### src/rtl/dpsram_rd_seq.sv
// Burst read sequencer: issues SRAM port-A reads and streams the words through a 4-entry credit-managed FIFO.
// Optional stall counter output o_StallCnt is included when RDSEQ_PERF_EN is defined.
module dpsram_rd_seq #(
    parameter int unsigned ADDR_W = 9,
    parameter int unsigned DATA_W = 24
) (
    input  logic              CLK,
    input  logic              RST,
    input  logic              i_Start,
    input  logic [ADDR_W-1:0] i_BaseAddr,
    input  logic [ADDR_W:0]   i_Len,
    input  logic              i_Abort,
    output logic [ADDR_W-1:0] o_Addr_A,
    output logic              o_EN_R_A,
    input  logic [DATA_W-1:0] i_DataOut_A,
    output logic [DATA_W-1:0] o_Data,
    output logic              o_Valid,
    input  logic              i_Ready,
    output logic              o_Busy,
    output logic              o_Done
`ifdef RDSEQ_PERF_EN
    ,
    output logic [15:0]       o_StallCnt
`endif
);

    localparam int unsigned LEN_W = ADDR_W + 1;
    localparam int unsigned DEPTH = 4;
    localparam int unsigned PTR_W = 2;
    localparam int unsigned CNT_W = 3;

    typedef enum logic [1:0] {IDLE, RUN, DRAIN} state_t;

    state_t            state, state_n;
    logic [ADDR_W-1:0] addr_q, addr_n;
    logic              en_q, en_n;
    logic              cap_q;
    logic [LEN_W-1:0]  iss_left_q, iss_left_n;
    logic [LEN_W-1:0]  rem_q, rem_n;
    logic              done_q, done_n;
    logic              busy_q;
    logic              valid_q;
    logic [DATA_W-1:0] mem [DEPTH];
    logic [PTR_W-1:0]  wr_ptr, rd_ptr;
    logic [CNT_W-1:0]  count, count_n;
    logic              pop, push, flush, start_acc;
    logic [3:0]        committed;

    // Next-state, issue credit and FIFO occupancy
    always_comb begin
        state_n    = state;
        en_n       = 1'b0;
        addr_n     = addr_q;
        iss_left_n = iss_left_q;
        rem_n      = rem_q;
        done_n     = 1'b0;
        flush      = 1'b0;
        start_acc  = 1'b0;
        pop        = valid_q & i_Ready;
        push       = cap_q;
        // words held in the FIFO, returning from SRAM, or being read this cycle
        committed  = 4'(count) + 4'(cap_q) + 4'(en_q) - 4'(pop);
        if (pop) rem_n = rem_q - LEN_W'(1);
        case (state)
            IDLE: begin
                if (i_Start && (i_Len != '0)) begin
                    start_acc  = 1'b1;
                    state_n    = (i_Len == LEN_W'(1)) ? DRAIN : RUN;
                    en_n       = 1'b1;
                    addr_n     = i_BaseAddr;
                    iss_left_n = i_Len - LEN_W'(1);
                    rem_n      = i_Len;
                end
            end
            RUN: begin
                if (i_Abort) begin
                    state_n = IDLE;
                    flush   = 1'b1;
                end else if ((iss_left_q != '0) && (committed < 4'd4)) begin
                    en_n       = 1'b1;
                    addr_n     = addr_q + ADDR_W'(1);
                    iss_left_n = iss_left_q - LEN_W'(1);
                    if (iss_left_q == LEN_W'(1)) state_n = DRAIN;
                end
            end
            DRAIN: begin
                if (i_Abort) begin
                    state_n = IDLE;
                    flush   = 1'b1;
                end else if (pop && (rem_q == LEN_W'(1))) begin
                    state_n = IDLE;
                    done_n  = 1'b1;
                end
            end
            default: state_n = IDLE;
        endcase
        count_n = flush ? '0 : (count + CNT_W'(push) - CNT_W'(pop));
    end

    // State and control registers
    always_ff @(posedge CLK) begin
        if (RST) begin
            state      <= IDLE;
            addr_q     <= '0;
            en_q       <= 1'b0;
            cap_q      <= 1'b0;
            iss_left_q <= '0;
            rem_q      <= '0;
            done_q     <= 1'b0;
            busy_q     <= 1'b0;
            valid_q    <= 1'b0;
            count      <= '0;
        end else begin
            state      <= state_n;
            addr_q     <= addr_n;
            en_q       <= en_n;
            cap_q      <= en_q & ~flush;
            iss_left_q <= iss_left_n;
            rem_q      <= rem_n;
            done_q     <= done_n;
            busy_q     <= (state_n != IDLE);
            valid_q    <= (count_n != '0);
            count      <= count_n;
        end
    end

    // FIFO storage and pointers
    always_ff @(posedge CLK) begin
        if (RST) begin
            wr_ptr <= '0;
            rd_ptr <= '0;
            for (int i = 0; i < DEPTH; i++) mem[i] <= '0;
        end else if (flush) begin
            wr_ptr <= '0;
            rd_ptr <= '0;
        end else begin
            if (push) begin
                mem[wr_ptr] <= i_DataOut_A;
                wr_ptr      <= wr_ptr + PTR_W'(1);
            end
            if (pop) rd_ptr <= rd_ptr + PTR_W'(1);
        end
    end

    assign o_Addr_A = addr_q;
    assign o_EN_R_A = en_q;
    assign o_Data   = mem[rd_ptr];
    assign o_Valid  = valid_q;
    assign o_Busy   = busy_q;
    assign o_Done   = done_q;

`ifdef RDSEQ_PERF_EN
    logic [15:0] stall_q;

    // Saturating count of cycles where valid data is held back by the consumer
    always_ff @(posedge CLK) begin
        if (RST || start_acc) begin
            stall_q <= '0;
        end else if (valid_q && !i_Ready && (stall_q != 16'hFFFF)) begin
            stall_q <= stall_q + 16'd1;
        end
    end

    assign o_StallCnt = stall_q;
`endif

endmodule

### config.mk
export PLATFORM = sky130hd
export DESIGN_NAME = dpsram_rd_seq
export DESIGN_NICKNAME = d
export VERILOG_FILES = /design/src/rtl/dpsram_rd_seq.sv
export SDC_FILE = /design/constraint.sdc
export NUM_CORES = 1
export LEC_CHECK = 0
export ABC_CLOCK_PERIOD_IN_PS = 5700
export CORE_MARGIN = 1.5
export CORE_UTILIZATION = 55
export CTS_BUF_LIST = sky130_fd_sc_hd__clkbuf_16
export CTS_CLUSTER_DIAMETER = 120
export CTS_CLUSTER_SIZE = 10
export DETAILED_ROUTE_END_ITERATION = 7
export PLACE_DENSITY = 0.83
export SETUP_SLACK_MARGIN = 0.15
export SYNTH_ARGS = -nofsm -noshare
export SYNTH_HDL_FRONTEND = slang
export SYNTH_SLANG_ARGS = --single-unit
export TNS_END_PERCENT = 50
### constraint.sdc
create_clock -name CLK -period 5.7 [get_ports CLK]
set_input_delay 1.71 -clock CLK [delete_from_list [all_inputs] [get_ports CLK]]
set_output_delay 1.71 -clock CLK [all_outputs]
set_load 0.05 [all_outputs]
Yosys cells after proc, flatten, opt, wreduce, memory -nomap -nowiden
Memories as Yosys holds them, arrays and structs flattened. A register that Yosys moved wholly into a read port is not among the register bits.
Cells that the tools add are included.
{"block": "op_classes", "n_addsub": 11, "order_cmp": 1, "n_eq_ne": 8, "n_mux": 38, "bitwise_logic": 4, "n_reduce_logical": 14}
{"operator": "$mux W10", "n": 6}
{"operator": "$eq A10 B1 Y1 const B", "n": 3}
{"operator": "$sub A10 B1 Y10 const B", "n": 3}
{"operator": "$mux W9", "n": 3}
{"operator": "$mux W24", "n": 1}
{"operator": "$reduce_or A24 Y1", "n": 1}
{"operator": "$mux W2", "n": 10}
{"operator": "$pmux W10 S2", "n": 1}
{"operator": "$reduce_bool A10 Y1", "n": 2}
{"operator": "$pmux W9 S2", "n": 1}
{"operator": "$mux W1", "n": 13}
{"operator": "$add A9 B1 Y9 const B", "n": 1}
{"operator": "$ne A2 B2 Y1 const B", "n": 3}
{"operator": "$pmux W2 S3", "n": 1}
{"operator": "$add A2 B1 Y2 const B", "n": 2}
{"operator": "$add A3 B1 Y4", "n": 1}
{"operator": "$add A4 B1 Y4", "n": 1}
{"operator": "$lt A4 B3 Y1 const B", "n": 1}
{"operator": "$reduce_and A4 Y1", "n": 1}
{"operator": "$reduce_bool A2 Y1", "n": 2}
{"operator": "$reduce_or A2 Y1", "n": 2}
{"operator": "$sub A4 B1 Y4", "n": 1}
{"operator": "$add A3 B1 Y3", "n": 1}
{"operator": "$logic_and A1 B1 Y1", "n": 3}
{"operator": "other kinds (10)", "n": 12}
{"block": "totals", "register_bits": 43, "mem_bits_rw": 96, "input_bits": 48, "output_inout_bits": 37, "memories": 1}
{"name": "mem", "depth": 4, "width": 24, "rd": 1, "rd_clocked_by_memory_dff": 1, "wr": 4, "line": "43", "rtl": "logic [DATA_W-1:0] mem [DEPTH];"}

Longest topological paths before layout
Gate-level depths: netlist of the first run.
{"block": "depth", "word_depth": 9, "mapped_depth": 11, "depth_no_buf": 10}

Least setup slack after synthesis of the first run
Ideal clock, no wire load.
{"block": "synth_path", "kind": "input-to-reg", "startpoint": "input port i_Ready", "endpoint": "register iss_left_q[9]", "setup_ns": 0.074, "arrival_time_ns": 4.437, "required_ns": 5.626, "setup_slack_ns": 1.189, "cell_stages": 10, "path_buffers": 1, "path_cell_list": "nand2_1 > or2_2 > ha_1 > o31ai_2 > o31ai_1 > or4_1 > buf_2 > or4b_4 > or4_1 > a31oi_1"}
{"block": "synth_via", "elab_chain_cells": 6}
{"element": "start: declaration", "line": "18", "rtl": "input logic i_Ready,"}
{"element": "$and A1 B1 Y1", "line": "59", "rtl": "pop = valid_q & i_Ready;"}
{"element": "$sub A4 B1 Y4", "line": "62", "rtl": "committed = 4'(count) + 4'(cap_q) + 4'(en_q) - 4'(pop);"}
{"element": "$lt A4 B3 Y1", "line": "79", "rtl": "end else if ((iss_left_q != '0) && (committed < 4'd4)) begin"}
{"element": "$logic_and A1 B1 Y1", "line": "79"}
{"element": "$ne A2 B2 Y1 (no line)"}
{"element": "$reduce_and A4 Y1 (no line)"}
{"element": "end signal: assignment", "line": "118", "rtl": "iss_left_q <= iss_left_n;"}
{"element": "end: declaration", "line": "38", "rtl": "logic [LEN_W-1:0] iss_left_q, iss_left_n;"}
No other way between the ends.
A chain may end at the register's enable or synchronous reset.

Worst setup path after layout of the first run
Ends and elaborated chain as after synthesis.

==> flow_metrics.py, run 1 <==
metrics = {
    "run_status": {
        "outcome": "completed",
    },
    "sta": {
        "hold_viol_final": 0,
        "maxSlewHeadroom": 0.3932,
        "post-route-period-util": 0.8138,
        "finalSetupTns_ns": 0,
        "slew_viol_final": 0,
        "fin_crit_ns": 4.639,
        "skew_ns": 0.007801,
        "max_freq_mhz": 215.6,
        "rsz0062_at_grt": "no",
        "setup_viol": 0,
        "tightest_slew_ns": 0.9102,
    },
    "clock_network": {
        "cts_sinks": 141,
        "postCtsHoldBufs": 0,
        "clkTransAtPathRegs_ns": 0.06,
        "clock_latency_ns": 0.42,
        "post_cts_buffers": 0,
        "h-tree-depth": 4,
        "cts_buffers": 17,
        "tritoncts": "built",
        "cts_resized": 0,
        "cts_buffer_depth": 2,
        "cts-root-buf": "clkbuf_16",
    },
    "global_route": {
        "grt.total_usage": 0.2595,
        "grt_max_degree": 42,
        "grt_pass1_vias": 5238,
        "antenna_found_initial": 0,
        "grt-ovfl-total": 0,
        "grt_first_pass_wirelength_um": 26100,
    },
    "routing": {
        "final_antenna_net_count": 0,
        "post_drt_wl_per_cell_um": 19.27,
        "vias_per_cell": 5.991,
        "drc_errors": 0,
        "routed-via-count": 5104,
        "firstDrtPassIters": 5,
        "drt-initial-drc-count": 314,
        "finalWirelength_um": 16420,
    },
    "die": {
        "core_area_um2": 12160,
        "die-area_um2": 13280,
        "io_pins": 85,
        "rows": 40,
        "die_y_um": 115.2,
        "initial_core_util": 0.5695,
        "die_w_um": 115.2,
    },
    "worst_setup_path": {
        "crit_path_max_incr_delay_ns": 0.68,
        "crit_path_end_kind": "register",
        "startpoint_type": "input port",
        "critPathTopFamily": "simple AND/OR/NAND/NOR gates",
        "critical_path.most_common_cell": "or4_1",
        "crit_arrival_ns": 4.98,
        "crit_slowest_cell": "or4_1",
        "critPathKind": "in -> reg",
        "worst_ep_required_time_ns": 6.04,
        "path_cells": "clkdlybuf4s50_1 > nand2_1 > or2_2 > ha_1 > o31ai_2 > o31ai_1 > or4_1 > or4b_4 > or4_1 > a31oi_1",
        "path_buf_inv": 1,
        "path_max_fanout": 7,
    },
    "finish": {
        "layoutNonFillerInstCount": 852,
        "final_nets": 735,
        "antennaDiodeCount": 0,
        "drive_gt1_frac": 0.1228,
        "fillers": 861,
        "final_util": 0.7058,
        "stdcell_area_um2": 8583,
        "area_growth_pct": 23.92,
    },
    "synth": {
        "ys.flop_type": "edfxtp_1",
        "netlist.area_leader.share": 0.4162,
        "ys_types": 59,
        "synth_area_leaders": "edfxtp_1 (42%), dfxtp_1 (13%), mux4_2 (7.8%)",
        "yosysSeqAreaShare": 0.5462,
        "synth_common_cells": "edfxtp_1 (96), and2_1 (77), dfxtp_1 (45)",
        "yosysMostFrequentCell": "edfxtp_1",
        "avgSynthCellArea_um2": 11.74,
        "yosysTopAreaCell": "edfxtp_1",
        "synth-seq-cells": 141,
        "ys_warn_count": 0,
        "synthesis.area_um2": 6927,
        "syn_nets": 654,
        "synthArstFlopShare": 0,
        "synth_edf_count": 96,
        "syn_inst": 590,
    },
    "power_and_ir_drop": {
        "cellPowerDensity_nw_per_um2": 359.4,
        "power_leakage_nw": 3.152,
        "ir_drop_mv": 0.2237,
        "p_total_w": 0.003085,
    },
    "placed_design": {
        "port_buffers": 84,
        "globalplace.congestion": 0.8780,
        "numPlacedInstances": 820,
        "dp_hpwl_um": 10540,
        "placed_area_um2": 7961,
    },
    "worst_hold_path": {
        "worstHoldPathType": "reg -> reg",
    },
    "run": {
        "maxCapViolCount": 0,
    },
}
[cell usage in the layout (no fill, tap or decap), types with 4 or more instances in the layout]
cell type,n
edfxtp_1,96
clkdlybuf4s50_1,84
and2_1,77
dfxtp_1,44
nor2_1,35
nand2_1,28
and3_1,26
mux4_2,24
nand3_1,19
clkbuf_16,17
a21oi_1,16
nor3_1,15
ha_1,15
inv_1,13
nor4_1,13
buf_4,13
o21ai_0,12
a211oi_1,10
xnor2_1,10
xor2_1,10
a311oi_1,7
a31oi_1,7
or3_1,7
or2_2,5
nand2b_1,5
nor2b_1,4
nor4b_1,4
bufinv_16,4
[layer usage]
metal / up-vias / GRT usage / part of all wire
met3: 31 / 0.04112 / 0.053
met1: 2519 / 0.3154 / 0.40
met4: 0 / 0.1004 / 0.019
met5: - / 0 / 0
met2: 174 / 0.4651 / 0.52
li1: 2380 / - / -
[state kept, by name, summed over array words and instances (netlist names), named ones only]
name        count
o_Busy          1
iss_left_q     10
o_Addr_A        9
rd_ptr          2
cap_q           1
count           3
wr_ptr          2
o_Valid         1
rem_q          10
mem            96
state           2
o_EN_R_A        1
o_Done          1
[layout make-up]
| type | instances | area (um^2) | share of cell area |
|---|---|---|---|
| Clock buffer | 17 | 425.4 | 0.04956 |
| Clock inverter | 15 | 196.4 | 0.02289 |
| Inverter | 12 | 45.04 | 0.005248 |
| Multi-Input combinational cell | 402 | 2983 | 0.3475 |
| Sequential cell | 141 | 3785 | 0.4410 |
| Tap cell | 168 | 210.2 | 0.02449 |
| Timing Repair Buffer | 97 | 938.4 | 0.1093 |
[tightest hold or removal path, stage by stage, from the launching register on]
cell and delay [ns]:
dfxtp_1 0.31, o311ai_0 0.08, a21oi_1 0.07
[path summary, 6_finish.rpt]
check	startpoint	to	slack, ns	cells past startpoint
setup / recovery	i_Ready	iss_left_q[9]	1.06	10
hold / removal	iss_left_q[8]	iss_left_q[8]	0.50	2
setup reg to reg	o_Valid	iss_left_q[9]	2.48	9
hold reg to reg	iss_left_q[8]	iss_left_q[8]	0.50	2
[report_power, final]
group          total (W)  switching, W  internal [W]
Clock            0.00115      0.000418      0.000731
Combinational   0.000697      0.000417      0.000280
Sequential       0.00124     0.0000746       0.00116
Total            0.00308      0.000909       0.00218
[kinds of logic after synthesis]
family / after synthesis / synth area share
and+or+nand+nor: 258 / 0.2110
adders and majority gates: 16 / 0.02999
DFF: 141 / 0.5462
xor gates and xnor gates: 20 / 0.02529
buffers and inverters: 47 / 0.02583
AOI/OAI and AO/OA: 83 / 0.08219
muxes: 25 / 0.07948
[stage by stage]
stage / hold slack [ns] / setup slack [ns]
floorplan: 0.4642 / 1.189
global placement: 0.4852 / 0.7221
detailed placement: 0.4978 / 0.6445
CTS: 0.5058 / 1.074
global route: 0.5262 / 0.9235
finish: 0.4997 / 1.061
Note: power is estimated with default switching activity, not from simulation.
==> inputs of run 2 (changes only) <==
ABC_CLOCK_PERIOD_IN_PS = 3800   (was 5700)
CORE_UTILIZATION = 51   (was 55)
PLACE_DENSITY = 0.81   (was 0.83)
clock period = 3.8 ns   (was 5.7 ns; I/O delays follow)
==> run 2 against run 1 <==
  * Sequential cell count unchanged
  * First-iteration DRC count increased by 38%
  * Core utilization decreased by 4.8 points
  * Critical path depth increased by 1
  * Worst hold slack improved by 0.017 ns
  * Clock-buffer cell count unchanged
  * Non-clock buffer count increased by 19
  * Clock power increased by 36%
  * Sequential power increased by 48%
  * Cell count increased by 3.1%
  * Final area increased by 1.5%
==> flow_metrics.py, run 2 (synthesis gave the netlist of run 1 again) <==
metrics = {
    "routing": {
        "routed-via-count": 5207,
        "firstDrtPassIters": 5,
        "drt-initial-drc-count": 433,
        "final_antenna_net_count": 0,
        "wl_met3_um": 1012,
        "drc_errors": 0,
        "dr.max_layer_used": "met4",
        "m1WireLength_um": 6571,
        "wl_met2_um": 8809,
        "finalWirelength_um": 16660,
        "vias_per_cell": 5.931,
        "post_drt_wl_per_cell_um": 18.97,
    },
    "clock_network": {
        "cts_buffers": 17,
        "cts_sinks": 141,
        "clkTransAtPathRegs_ns": 0.06,
        "tritoncts": "built",
        "cts-root-buf": "clkbuf_16",
        "cts_buffer_depth": 2,
        "h-tree-depth": 4,
        "clock_latency_ns": 0.42,
        "post_cts_buffers": 0,
    },
    "finish": {
        "layout_common_cells": "edfxtp_1 (96), clkdlybuf4s50_1 (83), and2_1 (77), dfxtp_1 (44), nor2_1 (35)",
        "largest_reg_flops": 96,
        "fillers": 993,
        "drive_gt1_frac": 0.1481,
        "final_util": 0.6579,
        "area_growth_pct": 25.78,
        "final_common_cell": "edfxtp_1",
        "top_register": "mem",
        "antennaDiodeCount": 0,
        "final_nets": 754,
        "reg_top3": "mem: 96 flops, iss_left_q: 10 flops, rem_q: 10 flops",
    },
    "global_route": {
        "grt_first_pass_wirelength_um": 26500,
        "grt_max_degree": 42,
        "grt_pass1_vias": 5292,
        "grt.total_usage": 0.2423,
        "antenna_found_initial": 0,
        "grt-ovfl-total": 0,
    },
    "die": {
        "die_w_um": 119.5,
        "initial_core_util": 0.5231,
        "io_pins": 85,
        "core_area_um2": 13240,
        "die-area_um2": 14290,
        "rows": 42,
        "die_y_um": 119.5,
    },
    "placed_design": {
        "globalplace.congestion": 0.8774,
        "port_buffers": 84,
        "dp_hpwl_um": 10670,
    },
    "run": {
        "maxCapViolCount": 0,
    },
    "sta": {
        "post-route-period-util": 0.9302,
        "whs_ns": 0.5167,
        "max_freq_mhz": 282.9,
        "rsz0062_at_grt": "no",
        "setup_viol": 0,
        "slew_viol_final": 0,
        "fin_crit_ns": 3.535,
        "skew_ns": 0.006826,
        "maxSlewHeadroom": 0.4620,
        "tightest_slew_ns": 0.7996,
        "hold_viol_final": 0,
    },
    "worst_setup_path": {
        "critPathKind": "in -> reg",
        "worst_ep_required_time_ns": 4.15,
        "crit_path_max_incr_delay_ns": 0.53,
        "reg2reg_slack_ns": 0.81,
        "crit_slowest_cell": "or4b_4",
        "path_max_fanout": 3,
        "path_cells": "dlygate4sd2_1 > nand2_4 > or2_4 > nand2_1 > ha_1 > a21o_1 > and3b_2 > or4_4 > or4b_4 > or4_1 > a31oi_1",
        "path_buf_inv": 1,
        "r2r_start": "o_Valid",
        "r2r_end": "iss_left_q[9]",
        "cp.depth": 11,
        "crit_arrival_ns": 3.88,
        "crit_path_end_kind": "register",
        "critPathTopFamily": "simple AND/OR/NAND/NOR gates",
        "startpoint_type": "input port",
        "worstRegToRegCells": 10,
    },
    "run_status": {
        "outcome": "completed",
    },
    "worst_hold_path": {
        "holdCritStartpoint": "iss_left_q[8]",
        "worstHoldPathType": "reg -> reg",
        "hold_depth": 2,
        "hold_path_end": "iss_left_q[8]",
    },
    "power_and_ir_drop": {
        "ir_drop_mv": 0.2603,
        "cellPowerDensity_nw_per_um2": 521.3,
        "power_leakage_nw": 3.227,
    },
}
run 2: cell types whose count changed in the layout (fill, tap and decap cells not counted), moves of 2 or more:
cell        delta
bufinv_16      -2
clkinvlp_4     +2
clkinv_4       -2
clkinv_2       +2
buf_4         +17
buf_12         +2
inv_6          -2
run 2: repair_timing:
action,4_1_cts,5_1_grt
hold buffers,0,0
resized for setup,2,0
setup endpoints to repair,2,0
run 2: worst min-delay path: stages (launching register included):
cell and delay (ns):
dfxtp_1 0.31, o311ai_0 0.09, a21oi_1 0.07
run 2: final cells by class:
cell class | instances | area (um^2) | share of cell area
clock inverters | 14 | 130.1 | 0.01494
well taps | 176 | 220.2 | 0.02528
flip-flops and latches | 141 | 3785 | 0.4344
repair buffers | 116 | 1105 | 0.1268
clock buffers | 17 | 425.4 | 0.04883
multi-input cells | 402 | 3002 | 0.3445
inverters | 12 | 45.04 | 0.005170
run 2: power by group:
| part | internal (W) | switching (W) |
|---|---|---|
| Clock | 0.000948 | 0.000616 |
| Sequential | 0.00175 | 0.0000814 |
| Combinational | 0.000480 | 0.000670 |
run 2: worst max-delay path by stage:
| stage | endpoint | start | slack (ns) |
|---|---|---|---|
| floorplan | iss_left_q[9] | i_Ready | 0.02 |
| global placement | iss_left_q[9] | i_Ready | -0.40 |
| detailed placement | iss_left_q[9] | i_Ready | -0.47 |
| CTS | iss_left_q[9] | i_Ready | 0.28 |
| global route | iss_left_q[9] | i_Ready | 0.17 |
| finish | iss_left_q[9] | i_Ready | 0.27 |
run 2: layer usage:
metal | vias to the layer above | track usage
met1 | 2548 | 0.2813
li1 | 2413 | -
met4 | 0 | 0.07664
met5 | - | 0
met2 | 217 | 0.4386
met3 | 29 | 0.06179
run 2: metrics by stage:
| step | area [um^2] | power [W] | instances | TNS (ns) | setup WS [ns] |
|---|---|---|---|---|---|
| 2_1_floorplan | 6944 | 0.002593 | 590 | 0 | 0.01948 |
| 3_3_place_gp | 8154 | 0.002964 | 847 | -1.884 | -0.3979 |
| 3_5_place_dp | 8154 | 0.002996 | 847 | -2.830 | -0.4710 |
| 4_1_cts | 8712 | 0.004559 | 878 | 0 | 0.2828 |
| 5_1_grt | 8712 | 0.004717 | 878 | 0 | 0.1721 |
| 6_report | 8712 | 0.004542 | 878 | 0 | 0.2651 |
